<file path="src/rtl/fifo_burst_pkg.sv">
// fifo_burst_pkg
//   Shared types for the FIFO burst reader. Holds the FSM state encoding so
//   the top and the testbench agree on the state names.
package fifo_burst_pkg;

    typedef enum logic [1:0] {
        IDLE  = 2'd0,
        BURST = 2'd1,
        DRAIN = 2'd2
    } fifo_burst_state_e;

endpackage : fifo_burst_pkg

</file>
<file path="src/rtl/burst_out_buffer.sv">
// burst_out_buffer
//   Two-entry in-order valid/ready queue carrying {payload, last}. It sits
//   between the FIFO pop strobe and the consumer, so consumer back-pressure
//   never reaches the pop logic combinationally.
//
// Ports
//   clk_i        clock
//   rst_i        synchronous active-high reset (clears count and storage)
//   clr_i        synchronous clear, same effect as reset
//   push_i       write {push_data_i, push_last_i} at the tail
//   push_data_i  payload to write
//   push_last_i  last flag to write
//   pop_i        consumer accepted the head this cycle
//   valid_o      queue not empty
//   data_o       head payload
//   last_o       head last flag
//   cnt_o        occupancy, 0..2
module burst_out_buffer #(
    parameter type dtype = logic [31:0]
) (
    input  logic       clk_i,
    input  logic       rst_i,
    input  logic       clr_i,
    input  logic       push_i,
    input  dtype       push_data_i,
    input  logic       push_last_i,
    input  logic       pop_i,
    output logic       valid_o,
    output dtype       data_o,
    output logic       last_o,
    output logic [1:0] cnt_o
);

    typedef struct packed {
        dtype data;
        logic last;
    } entry_t;

    entry_t     head_q;
    entry_t     tail_q;
    entry_t     new_ent;
    logic [1:0] cnt_q;
    logic       do_push;
    logic       do_pop;

    assign new_ent = '{data: push_data_i, last: push_last_i};

    // A pop of an empty queue is ignored; a push into a full queue is only
    // taken when the head leaves in the same cycle.
    assign do_pop  = pop_i & (cnt_q != 2'd0);
    assign do_push = push_i & ((cnt_q != 2'd2) | do_pop);

    always_ff @(posedge clk_i) begin
        if (rst_i || clr_i) begin
            cnt_q  <= 2'd0;
            head_q <= '0;
            tail_q <= '0;
        end else begin
            case ({do_push, do_pop})
                2'b10: begin
                    if (cnt_q == 2'd0) head_q <= new_ent;
                    else               tail_q <= new_ent;
                    cnt_q <= cnt_q + 2'd1;
                end
                2'b01: begin
                    head_q <= tail_q;
                    cnt_q  <= cnt_q - 2'd1;
                end
                2'b11: begin
                    // Occupancy unchanged; shift and refill.
                    if (cnt_q == 2'd1) begin
                        head_q <= new_ent;
                    end else begin
                        head_q <= tail_q;
                        tail_q <= new_ent;
                    end
                end
                default: ;
            endcase
        end
    end

    assign valid_o = (cnt_q != 2'd0);
    assign data_o  = head_q.data;
    assign last_o  = head_q.last;
    assign cnt_o   = cnt_q;

endmodule : burst_out_buffer

</file>
<file path="src/rtl/fifo_burst_reader.sv">
// fifo_burst_reader
//   Read-side engine for a push/pop FIFO. Accepts a burst command of
//   cmd_len_i+1 beats, pops exactly that many words from the FIFO and
//   streams them out on valid/ready, flagging the final beat with last.
//   A 2-entry output buffer decouples the consumer from the pop strobe.
//
// Ports
//   clk_i         clock
//   rst_i         synchronous active-high reset
//   flush_i       synchronous abort: drop burst in flight, clear buffer
//   cmd_valid_i   burst command valid
//   cmd_ready_o   command accepted on cmd_valid_i & cmd_ready_o
//   cmd_len_i     beats minus one
//   fifo_empty_i  FIFO empty flag
//   fifo_data_i   FIFO head data
//   fifo_pop_o    pop FIFO head this cycle
//   out_valid_o   output beat valid
//   out_ready_i   consumer ready
//   out_data_o    output payload
//   out_last_o    final beat of burst
//   busy_o        burst in progress
module fifo_burst_reader
    import fifo_burst_pkg::*;
#(
    parameter int  DATA_WIDTH = 32,
    parameter type dtype      = logic [DATA_WIDTH-1:0],
    parameter int  LEN_WIDTH  = 8
) (
    input  logic                 clk_i,
    input  logic                 rst_i,
    input  logic                 flush_i,
    input  logic                 cmd_valid_i,
    output logic                 cmd_ready_o,
    input  logic [LEN_WIDTH-1:0] cmd_len_i,
    input  logic                 fifo_empty_i,
    input  dtype                 fifo_data_i,
    output logic                 fifo_pop_o,
    output logic                 out_valid_o,
    input  logic                 out_ready_i,
    output dtype                 out_data_o,
    output logic                 out_last_o,
    output logic                 busy_o
);

    fifo_burst_state_e    state_q;
    logic [LEN_WIDTH-1:0] remaining_q;
    logic [1:0]           buf_cnt;
    logic                 buf_pop;
    logic                 abort;

    assign abort = rst_i | flush_i;

    // Pop depends only on state, FIFO flag and buffer room -- never on
    // out_ready_i -- and is suppressed in a reset/flush cycle so no word is
    // removed from the FIFO only to be thrown away.
    assign fifo_pop_o = (state_q == BURST) & ~fifo_empty_i &
                        (buf_cnt != 2'd2) & ~abort;

    assign buf_pop = out_valid_o & out_ready_i;

    // A command offered in a flush cycle would be lost because the flush
    // forces IDLE, so ready is withheld for that one cycle.
    assign cmd_ready_o = (state_q == IDLE) & ~flush_i;
    assign busy_o      = (state_q != IDLE);

    always_ff @(posedge clk_i) begin
        if (abort) begin
            state_q     <= IDLE;
            remaining_q <= '0;
        end else begin
            case (state_q)
                IDLE: begin
                    if (cmd_valid_i && cmd_ready_o) begin
                        remaining_q <= cmd_len_i;
                        state_q     <= BURST;
                    end
                end
                BURST: begin
                    // Counter stops at zero; the zero-count pop carries last.
                    if (fifo_pop_o) begin
                        if (remaining_q == '0) state_q <= DRAIN;
                        else                   remaining_q <= remaining_q - 1'b1;
                    end
                end
                DRAIN: begin
                    if (buf_pop && out_last_o) state_q <= IDLE;
                end
                default: state_q <= IDLE;
            endcase
        end
    end

    burst_out_buffer #(
        .dtype (dtype)
    ) u_buf (
        .clk_i       (clk_i),
        .rst_i       (rst_i),
        .clr_i       (flush_i),
        .push_i      (fifo_pop_o),
        .push_data_i (fifo_data_i),
        .push_last_i (remaining_q == '0),
        .pop_i       (buf_pop),
        .valid_o     (out_valid_o),
        .data_o      (out_data_o),
        .last_o      (out_last_o),
        .cnt_o       (buf_cnt)
    );

endmodule : fifo_burst_reader

</file>
<file path="config.mk">
export PLATFORM = sky130hd
export DESIGN_NAME = fifo_burst_reader
export DESIGN_NICKNAME = d
export VERILOG_FILES = /design/src/rtl/fifo_burst_pkg.sv /design/src/rtl/burst_out_buffer.sv /design/src/rtl/fifo_burst_reader.sv
export SDC_FILE = /design/constraint.sdc
export NUM_CORES = 1
export LEC_CHECK = 0
export CAP_MARGIN = 20
export CELL_PAD_IN_SITES_DETAIL_PLACEMENT = 0
export CELL_PAD_IN_SITES_GLOBAL_PLACEMENT = 1
export CORE_ASPECT_RATIO = 1.4
export CORE_MARGIN = 8
export CORE_UTILIZATION = 40
export CTS_CLUSTER_SIZE = 24
export DETAILED_ROUTE_END_ITERATION = 12
export PLACE_DENSITY_LB_ADDON = 0.1
export SYNTH_ARGS = -nofsm -noshare
export SYNTH_HDL_FRONTEND = slang
export SYNTH_HIERARCHICAL = 1
export SYNTH_SLANG_ARGS = --single-unit
</file>
<file path="constraint.sdc">
create_clock -name clk_i -period 5.45 [get_ports clk_i]
set_clock_uncertainty 0.2 [all_clocks]
set_input_delay 0.8175 -clock clk_i [delete_from_list [all_inputs] [get_ports clk_i]]
set_output_delay 0.8175 -clock clk_i [all_outputs]
set_load 0.005 [all_outputs]
</file>
======== Word level (Yosys, flattened, before mapping) ========
Index checks and enable logic that the tools add are counted.
storage, ports and cells
  input port bits ......................... 46
  word-level logic and storage cells ...... 69
  register bits ........................... 78
  output and inout port bits .............. 37
operators by class
  equal/unequal tests ..................... 15
  muxes and demuxes ....................... 16
  add/subtract/negate cells ............... 3
  reduce and logical (&&, ||, !) cells .... 16
  bitwise operators ....................... 12
operators with widths
  kind                                                                   number
  33-bit two-way mux                                                     4
  33-bit case mux with 3 select lines                                    1
  33-bit case mux with 2 select lines                                    1
  8-bit two-way mux                                                      3
  8-bit case mux with 2 select lines                                     1
  2-bit != test, second input constant                                   5
  2-bit nonzero test                                                     5
  8-bit zero test                                                        1
  2-bit two-way mux                                                      4
  2-bit by 1-bit != test with 1-bit output, second input constant        4
  4-bit AND reduction                                                    2
  8-bit by 1-bit subtractor with 8-bit output, second input constant     1
  1-bit bitwise AND                                                      7
  2-bit by 1-bit equality test with 1-bit output, second input constant  3
  2-bit equality test, second input constant                             3
  2-bit case mux with 3 select lines                                     1
  2-bit zero test                                                        2
  2-bit case mux with 2 select lines                                     1
  1-bit NOT                                                              3
  3-bit AND reduction                                                    1
  3-bit nonzero test                                                     1
  2-bit by 1-bit adder with 2-bit output, second input constant          1
  1-bit logical AND                                                      2
  1-bit bitwise OR                                                       2
  other kinds (3)                                                        3

======== Longest topological paths before layout ========
Gate-level depths: netlist of run 1.
  depth in word-level cells ............... 8
  depth in mapped cells ................... 11
  depth with buffers taken out ............ 8

======== Hierarchy ========
The synthesis of run 1 kept the hierarchy.
modules (own cells, without submodules)
  module             seq. area each (sq um)  instances  area each (sq um)  cells each
  burst_out_buffer   1361.3                  1          2989.1             354
  fifo_burst_reader  200.2                   1          729.4              87

======== Least setup slack after synthesis of run 1 ========
OpenSTA, ideal clock, no wires.
  kind .................................... in2reg
  start ................................... input port flush_i
  end ..................................... register u_buf.head_q (netlist bit u_buf/last_o)
  data required time ...................... 5.128 ns
  setup time .............................. 0.122 ns
  arrival ................................. 2.433 ns
  buffers on the path ..................... 3
  slack ................................... 2.696 ns
  stages .................................. 9
  cells stage by stage .................... or2_1 -> buf_6 -> a2111oi_4 -> nand2_1 -> and2_4 -> buf_12 -> buf_12 -> a21oi_2 -> a21oi_2
on the way
  cells in the longest elaborated chain, start to end .. 7
  elaborated cells on any way between the ends .. 12
  classes of those cells .................. eq/ne: 4; mux: 1; bitwise: 4; reduce/logical: 3
RTL lines
  item                                                                                             RTL line                 text
  start, declared                                                                                  fifo_burst_reader.sv:31  input logic flush_i,
  1-bit bitwise OR *                                                                               fifo_burst_reader.sv:51  assign abort = rst_i | flush_i;
  1-bit NOT *                                                                                      fifo_burst_reader.sv:57  (buf_cnt != 2'd2) & ~abort;
  1-bit bitwise AND *                                                                              fifo_burst_reader.sv:57
  via fifo_pop_o                                                                                   fifo_burst_reader.sv:37  output logic fifo_pop_o,
  1-bit bitwise AND *                                                                              burst_out_buffer.sv:51   assign do_push = push_i & ((cnt_q != 2'd2) | do_pop);
  2-bit equality test / 2-bit by 1-bit equality test with 1-bit output (equally long branches)     burst_out_buffer.sv:59   case ({do_push, do_pop})
  2-bit by 1-bit != test with 1-bit output (no line) / 3-bit nonzero test (equally long branches)  --
  2-bit AND reduction (no line)                                                                    --
  end signal, assigned                                                                             burst_out_buffer.sv:61   if (cnt_q == 2'd0) head_q <= new_ent;
  end signal, assigned                                                                             burst_out_buffer.sv:66   head_q <= tail_q;
  end signal, assigned                                                                             burst_out_buffer.sv:72   head_q <= new_ent;
  end, declared                                                                                    burst_out_buffer.sv:39   entry_t head_q;
Mark *: on every way through the listed nets, which the timed path passes. The rest lies on a longest branch.
A chain may end at the register's enable or synchronous reset.

======== Worst setup path after layout of run 1 ========
  start ................................... input port flush_i
  end ..................................... output port fifo_pop_o
on the way
  cells in the longest elaborated chain, start to end .. 3
RTL lines
  item               RTL line
  1-bit bitwise OR   fifo_burst_reader.sv:51
  1-bit NOT          fifo_burst_reader.sv:57
  1-bit bitwise AND  fifo_burst_reader.sv:57
  end, declared      fifo_burst_reader.sv:37
Every way passes these cells.

==> results of run 1 <==
where the power goes:
part           internal (mW)  switching (mW)
sequential             0.573         0.00312
combinational         0.0464          0.0447
clock                  0.377           0.224
metrics by stage:
| stage | instance area, um2 | utilization | power [mW] | cells | worst slack [ns] |
|---|---|---|---|---|---|
| 2_1_floorplan | 3720 | - | 0.631 | 441 | 2.70 |
| 3_3_place_gp | 4450 | 0.493 | 0.680 | 602 | 1.48 |
| 3_5_place_dp | 4450 | 0.493 | 0.680 | 602 | 1.39 |
| 4_1_cts | 4750 | 0.526 | 1.28 | 618 | 1.38 |
| 5_1_grt | 4750 | 0.526 | 1.31 | 618 | 1.29 |
| 6_report | 4750 | 0.526 | 1.27 | 618 | 1.41 |
routing by layer:
metal,up-vias,share of wire,global-route usage
met5,-,0,0
met4,0,0.016,0.0644
met3,12,0.046,0.0397
met2,68,0.51,0.292
met1,1573,0.43,0.174
li1,1636,-,-
kinds of logic after synthesis:
family | Yosys count | synth area share
AOI/OAI and AO/OA | 165 | 0.302
and+or+nand+nor | 142 | 0.161
DFF | 78 | 0.420
buffers and inverters | 45 | 0.0844
muxes | 5 | 0.0135
adders and majority gates | 5 | 0.0168
xor gates and xnor gates | 1 | 0.00236
worst min-delay path by stage:
stage / start / endpoint / slack [ns] / depth (start not counted)
floorplan: u_buf/tail_q[19] / u_buf/tail_q[19] / 0.24 / 2
global placement: u_buf/tail_q[29] / u_buf/tail_q[29] / 0.24 / 2
detailed placement: u_buf/tail_q[29] / u_buf/tail_q[29] / 0.25 / 2
CTS: u_buf/tail_q[30] / u_buf/tail_q[30] / 0.26 / 2
global route: u_buf/tail_q[30] / u_buf/tail_q[30] / 0.28 / 2
finish: u_buf/tail_q[30] / u_buf/tail_q[30] / 0.25 / 2
cells in the final DEF, fill, tap and decap left out, drive strengths merged, types with 2 or more instances in the layout:
cell type      netlist  routed
or2                  2       2
and2b                2       2
o31ai                2       2
nand3                3       3
nand2              109     109
clkbuf              12      12
a21oi              113     113
inv                 12      12
nor4                 3       3
clkinv               0       3
o21ai               36      36
ha                   5       5
nor2                10      10
and2                 2       2
nand2b               2       2
o211ai               2       2
nor3                 4       4
buf                 21       5
o32ai                4       4
dfxtp               78      78
mux2i                5       5
clkdlybuf4s50        0      82
layout make-up:
type / count / area (um2)
inverter: 12 / 45.0
clock inverter: 4 / 45.0
fill: 881 / 4280
tap: 107 / 134
timing repair buffer: 87 / 858
sequential: 78 / 1560
multi-input combinational: 318 / 1850
clock buffer: 12 / 256
worst register-to-register path: cells and delay by family, from the launching register on:
family | cells | cell delay [ns]
flip-flops | 1 | 0.59
AO/OA/AOI/OAI | 4 | 1.72
AND/OR/NAND/NOR | 2 | 0.77
sequential cells by signal (all words and copies together), names as in the netlist:
signal,cells
remaining_q,8
state_q,2
u_buf/cnt_o,2
u_buf/data_o,32
u_buf/last_o,1
u_buf/tail_q,33
==> flow_metrics.tcl, run 1 <==
set metrics [dict create \
    numPortBuffers 82 \
    root_buffer "clkbuf_16" \
    path_clk_slew_ns 0.06 \
    initial_utilization 0.412 \
    routed_wl_um 10100 \
    synth.distinct_cells 44 \
    drt_iter0_drc 129 \
    rows 41 \
    path_max_fanout 10 \
    path_class "in2out" \
    first_pass_iters 6 \
    vias 3289 \
    cpPeakStageDelay_ns 0.64 \
    synthTopCellsByArea "dfxtp_1 (42%), a21oi_2 (12%), nand2_1 (11%), a21oi_1 (8.5%), o21ai_0 (4.8%)" \
    ir_drop_v 0.000204 \
    hp-class "reg2reg" \
    drv_cap 0 \
    ys.warnings.count 6 \
    hold_violations 0 \
    cp.required_ns 4.43 \
    area_delta_synth_final_pct 27.8 \
    rsz0062_at_grt "false" \
    die_h_um 130 \
    synth_cells 441 \
    post-route-period-util 0.742 \
    via_per_inst 5.32 \
    crit_buf_inv 2 \
    cts-buffers-inserted 9 \
    worst_pin_slew_ns 0.845 \
    cts_resized 0 \
    yosysSeqAreaShare 0.420 \
    syn_nets 492 \
    die_w_um 97.5 \
    io_pins 83 \
    layout_min_cycle_time_ns 4.04 \
    timing.rr.end "u_buf/data_o[27]" \
    syn_area_mm2 0.00372 \
    dpl.hpwl_um 6290 \
    status "finished, final reports clean" \
    post_cts_buffers 0 \
    yosysMostFrequentCell "nand2_1" \
    synth_top_area_frac 0.420 \
    grt_pass1_vias 3402 \
    htree_levels 3 \
    wl_per_cell_um 16.3 \
    synth_top_area_cell "dfxtp_1" \
    drtAntennaViolNets 0 \
    cp_top_family "buffers and inverters" \
    cts_tree "done" \
    clkSinkCount 78 \
    setup-violations-final 0 \
    start_kind "input pin" \
    synthArstFlopShare 0 \
    avgSynthCellArea_um2 8.43 \
    holdBufCountCts 0 \
    cp_common_cell "clkdlybuf4s50_1" \
    place_congestion 0.821 \
    dieArea_mm2 0.0127 \
    cellPowerDensity_mw_per_mm2 267 \
    grt_pass1_wl_um 16600 \
    drcViolationCount 0 \
    cp_cell_sequence "clkdlybuf4s50_1 > or2_1 > a2111oi_4 > clkdlybuf4s50_1" \
    fin_nets 557 \
    grt_start_max_net_pins 35 \
    cp.depth 4 \
    core_area_mm2 0.00903 \
    r2r-start "state_q[0]" \
    critPathCaptureType "output pin" \
    synth_ff_type "dfxtp_1" \
    startpoint "flush_i" \
    tns_ns 0 \
    cp_slowest_cell "a2111oi_4" \
    drv_slew 0 \
    clk_path_buf_depth 2 \
    antenna_cells 0 \
    antenna_found_initial 0 \
    synth_seq_cells 78 \
    whs_ns 0.255 \
    leakage_nw 1.72 \
    arrival_ns 3.03 \
    worst_slew_margin_rel 0.437 \
    synthTopCellsByCount "nand2_1 (108), dfxtp_1 (78), a21oi_1 (63)" \
    gr-usage-all-layers 0.160 \
    clk_latency_ns 0.33 \
    endpoint "fifo_pop_o" \
    grt_overflow 0 \
    timing.fmax_ghz 0.247 \
    reg2reg_depth 6 \
    synth_edf_count 0 \
    final_layout_size_suffix_gt1_frac 0.166 \
    rrSetupSlack_ns 2.09 \
]
(Power assumes the default switching activity.)
==> run 2: changes to the inputs <==
--- a/config.mk
+++ b/config.mk
@@ -10,7 +10,7 @@
 export CELL_PAD_IN_SITES_GLOBAL_PLACEMENT = 1
 export CORE_ASPECT_RATIO = 1.4
 export CORE_MARGIN = 8
-export CORE_UTILIZATION = 40
+export CORE_UTILIZATION = 37
 export CTS_CLUSTER_SIZE = 24
 export DETAILED_ROUTE_END_ITERATION = 12
 export PLACE_DENSITY_LB_ADDON = 0.1
==> constraint.sdc (replaced) <==
create_clock -name clk_i -period 3.8 [get_ports clk_i]
set_clock_uncertainty 0.2 [all_clocks]
set_input_delay 0.57 -clock clk_i [delete_from_list [all_inputs] [get_ports clk_i]]
set_output_delay 0.57 -clock clk_i [all_outputs]
set_load 0.005 [all_outputs]
==> run 2 against run 1 <==
Compared with the run above: setup slack got worse by 0.93 ns; combinational power rose by 46%; largest cell class unchanged; power rose by 49%; cell area rose by 2.2%; first-iteration DRC count rose by 23%; count of clock-buffer cells in the layout fell by 2; sequential cell count did not move; cell count rose by 5.2%; utilization fell by 3.3 points.
==> flow_metrics.tcl, run 2 (synthesis gave the netlist of run 1 again) <==
set metrics [dict create \
    initial_utilization 0.378 \
    clk_latency_ns 0.33 \
    die_w_um 101 \
    core_area_mm2 0.00985 \
    cts_resized 0 \
    root_buffer "clkbuf_16" \
    path_max_fanout 10 \
    cp.required_ns 3.03 \
    cp_slowest_cell "clkdlybuf4s50_1" \
    timing.fmax_ghz 0.301 \
    final_common_cell "nand2_1" \
    crit_buf_inv 2 \
    cp_common_cell "clkdlybuf4s50_1" \
    die_h_um 135 \
    dpl.hpwl_um 6680 \
    dieArea_mm2 0.0136 \
    drtAntennaViolNets 0 \
    fin_nets 561 \
    grt_pass1_wl_um 16500 \
    tns_ns 0 \
    dp_slack_ns 0.380 \
    hold_violations 0 \
    start_kind "input pin" \
    status "finished, final reports clean" \
    cts_tree "done" \
    critPathCaptureType "output pin" \
    clkSinkCount 78 \
    cts-buffers-inserted 9 \
    arrival_ns 2.55 \
    clk_path_buf_depth 2 \
    post_cts_buffers 0 \
    numPortBuffers 82 \
    largest_reg_flops 33 \
    top_register "u_buf/tail_q" \
    antenna_cells 0 \
    routed_wl_um 10300 \
    holdBufCountCts 0 \
    via_per_inst 5.03 \
    worst_pin_slew_ns 0.768 \
    drv_cap 0 \
    drv_slew 0 \
    cellPowerDensity_mw_per_mm2 389 \
    path_class "in2out" \
    drt_iter0_drc 159 \
    layout_min_cycle_time_ns 3.32 \
    rsz0062_at_grt "false" \
    first_pass_iters 4 \
    leakage_nw 1.75 \
    setup_ws_ns 0.480 \
    post-route-period-util 0.874 \
    final_layout_size_suffix_gt1_frac 0.177 \
    dpl_cell_area_mm2 0.00453 \
    hp-class "reg2reg" \
    setup-violations-final 0 \
    path_clk_slew_ns 0.06 \
    place_congestion 0.822 \
    ir_drop_v 0.000226 \
    grt_overflow 0 \
    drcViolationCount 0 \
    io_pins 83 \
    grt_pass1_vias 3257 \
    cp_top_family "buffers and inverters" \
    stdcell_area_mm2 0.00486 \
    cp_cell_sequence "clkdlybuf4s50_1 > or2_1 > a2111oi_4 > clkdlybuf4s50_1" \
    vias 3271 \
    gr-usage-all-layers 0.155 \
    area_delta_synth_final_pct 30.7 \
    worst_slew_margin_rel 0.488 \
    wl_per_cell_um 15.8 \
    antenna_found_initial 0 \
    grt_start_max_net_pins 35 \
    cpPeakStageDelay_ns 0.59 \
    layout_common_cells "nand2_1 (108), clkdlybuf4s50_1 (82), dfxtp_1 (78), a21oi_1 (63), a21oi_2 (49)" \
    htree_levels 3 \
    rows 43 \
]
-- run 2: cell count changes in the layout (fill, tap and decap cells not counted), sizes merged --
| cell | previous run | this run |
|---|---|---|
| buf | 5 | 9 |
| clkbuf | 12 | 10 |
| clkinvlp | 0 | 2 |
| bufinv | 1 | 2 |
| clkinv | 3 | 2 |
-- run 2: worst register-to-register path, cell delays in order, from the launching register on --
cell	delay (ns)
dfxtp_1	0.45
inv_1	0.12
ha_1	0.28
inv_1	0.16
and2_1	0.20
nor2b_2	0.38
and2_4	0.62
a21oi_1	0.17
a21oi_1	0.16
-- run 2: per-layer routing --
metal,vias up,track usage,part of all wire
met2,78,0.266,0.51
met5,-,0,0
li1,1644,-,-
met4,0,0.0751,0.020
met1,1535,0.172,0.42
met3,14,0.0397,0.051
-- run 2: path summary, 6_finish.rpt --
kind	startpoint	end	slack [ns]	cells past startpoint
setup / recovery	flush_i	fifo_pop_o	0.48	4
hold / removal	u_buf/tail_q[23]	u_buf/tail_q[23]	0.25	2
setup reg to reg	u_buf/cnt_o[1]	u_buf/data_o[18]	1.00	8
hold reg to reg	u_buf/tail_q[23]	u_buf/tail_q[23]	0.25	2
-- run 2: cell type report --
type	count	area (um2)
fill	986	4990
multi-input combinational	318	1860
sequential	78	1560
timing repair buffer	91	901
clock buffer	10	239
tap	135	169
clock inverter	6	85.1
inverter	12	45.0
-- run 2: where the power goes --
group | internal, mW | total (mW) | switching, mW
combinational | 0.0680 | 0.133 | 0.0648
clock | 0.591 | 0.930 | 0.339
sequential | 0.821 | 0.826 | 0.00467
-- run 2: stage by stage --
step	total power, mW	util	instances	hold slack [ns]
2_1_floorplan	0.905	-	441	0.237
5_1_grt	1.96	0.493	650	0.283
3_5_place_dp	0.978	0.461	634	0.250
3_3_place_gp	0.978	0.461	634	0.243
4_1_cts	1.91	0.493	650	0.258
6_report	1.89	0.493	650	0.254
==> run 3: changes to the inputs <==
--- a/config.mk
+++ b/config.mk
@@ -13,7 +13,9 @@
 export CORE_UTILIZATION = 37
 export CTS_CLUSTER_SIZE = 24
 export DETAILED_ROUTE_END_ITERATION = 12
+export MAX_ROUTING_LAYER = met4
 export PLACE_DENSITY_LB_ADDON = 0.1
+export SLEW_MARGIN = 30
 export SYNTH_ARGS = -nofsm -noshare
 export SYNTH_HDL_FRONTEND = slang
 export SYNTH_HIERARCHICAL = 1
==> run 3 against run 2 <==
Compared with the run above: cell count unchanged; worst hold slack barely moved; first-iteration DRC count rose by 5.0%; combinational power is essentially flat; sequential cell count is the same; via count decreased by 0.12%; wire length decreased by 0.20%; critical endpoint unchanged; critical path depth unchanged; count of clock-buffer cells in the layout is the same.
==> flow_metrics.tcl, run 3 (synthesis gave the netlist of run 1 again) <==
set metrics [dict create \
    die_h_um 135 \
    worst_pin_slew_ns 0.763 \
    initial_utilization 0.378 \
    via_per_inst 5.03 \
    numPortBuffers 82 \
    grt_pass1_vias 3262 \
    cp.required_ns 3.03 \
    hold_violations 0 \
    timing.fmax_ghz 0.302 \
    path_class "in2out" \
    finalPower_mw 1.89 \
    drcViolationCount 0 \
    layout_common_cells "nand2_1 (108), clkdlybuf4s50_1 (82), dfxtp_1 (78), a21oi_1 (63), a21oi_2 (49)" \
    first_pass_iters 4 \
    gr-usage-all-layers 0.159 \
    layout_min_cycle_time_ns 3.31 \
    setup-violations-final 0 \
    cts_resized 0 \
    cts-buffers-inserted 9 \
    cellPowerDensity_mw_per_mm2 389 \
    vias 3267 \
    cts_tree "done" \
    leakage_nw 1.75 \
    multi_input_area_mm2 0.00186 \
    p_sw_mw 0.410 \
    core_area_mm2 0.00985 \
    final_common_cell "nand2_1" \
    clk_latency_ns 0.33 \
    wl_per_cell_um 15.8 \
    start_kind "input pin" \
    largest_reg_flops 33 \
    swShare 0.217 \
    rows 43 \
    area_delta_synth_final_pct 30.7 \
    die_w_um 101 \
    rsz0062_at_grt "false" \
    fill_cells 986 \
    grt_pass1_wl_um 16500 \
    top_register "u_buf/tail_q" \
    worst_slew_margin_rel 0.492 \
    status "finished, final reports clean" \
    io_pins 83 \
    fin_nets 561 \
    grt_overflow 0 \
    arrival_ns 2.54 \
    p_int_mw 1.48 \
    dieArea_mm2 0.0136 \
    tns_ns 0 \
    clk_path_buf_depth 2 \
    clkSinkCount 78 \
    antenna_cells 0 \
    root_buffer "clkbuf_16" \
    post_cts_buffers 0 \
    drt_iter0_drc 167 \
    post-route-period-util 0.872 \
    seqPwrFrac 0.437 \
    drtAntennaViolNets 0 \
    htree_levels 3 \
    hp-class "reg2reg" \
    p_clk_frac 0.493 \
    path_clk_slew_ns 0.06 \
    fin_cells 650 \
    critPathCaptureType "output pin" \
    place_congestion 0.834 \
    antenna_found_initial 0 \
    power_frac_comb 0.070 \
    dpl.hpwl_um 6680 \
    holdBufCountCts 0 \
    path_max_fanout 10 \
    drv_slew 0 \
    routed_wl_um 10300 \
    drv_cap 0 \
    ir_drop_v 0.000226 \
    final_layout_size_suffix_gt1_frac 0.177 \
    seq_area_mm2 0.00156 \
    grt_start_max_net_pins 35 \
    dp_cells 634 \
]
-- run 3: worst paths after layout --
check | start | endpoint | slack (ns) | cells after the start
worst max-delay path | flush_i | fifo_pop_o | 0.49 | 4
worst min-delay path | u_buf/tail_q[23] | u_buf/tail_q[23] | 0.25 | 2
worst max register to register | u_buf/cnt_o[1] | u_buf/data_o[18] | 1.00 | 8
worst min register to register | u_buf/tail_q[23] | u_buf/tail_q[23] | 0.25 | 2
-- run 3: cell type report --
type	count	area share
timing repair buffer	91	0.185
clock buffer	10	0.0492
clock inverter	6	0.0175
inverter	12	0.00927
tap	135	0.0348
sequential	78	0.321
multi-input combinational	318	0.382
-- run 3: per-stage QoR --
step	hold WS (ns)	setup slack, ns	area (um2)	util
finish	0.254	0.485	4860	0.493
CTS	0.258	0.484	4860	0.493
global placement	0.243	0.460	4530	0.461
floorplan	0.237	1.29	3720	-
global route	0.283	0.368	4860	0.493
detailed placement	0.250	0.380	4530	0.461
-- run 3: critical path, cell delays in order --
cell and delay, ns:
clkdlybuf4s50_1 0.48, or2_1 0.45, a2111oi_4 0.44, clkdlybuf4s50_1 0.60
-- run 3: power by group through the flow --
stage / registers (mW) / clock network (mW) / logic [mW]
after floorplan: 0.842 / 0 / 0.0630
after global placement: 0.844 / 0 / 0.134
after detailed placement: 0.844 / 0 / 0.134
after CTS: 0.826 / 0.952 / 0.135
after global routing: 0.826 / 0.986 / 0.146
final: 0.826 / 0.931 / 0.133
-- run 3: layer usage --
layer,vias up,share of wire,track usage
met5,-,0,-
met4,0,0.019,0.0751
met3,13,0.041,0.0319
met2,83,0.51,0.266
met1,1527,0.43,0.177
li1,1644,-,-
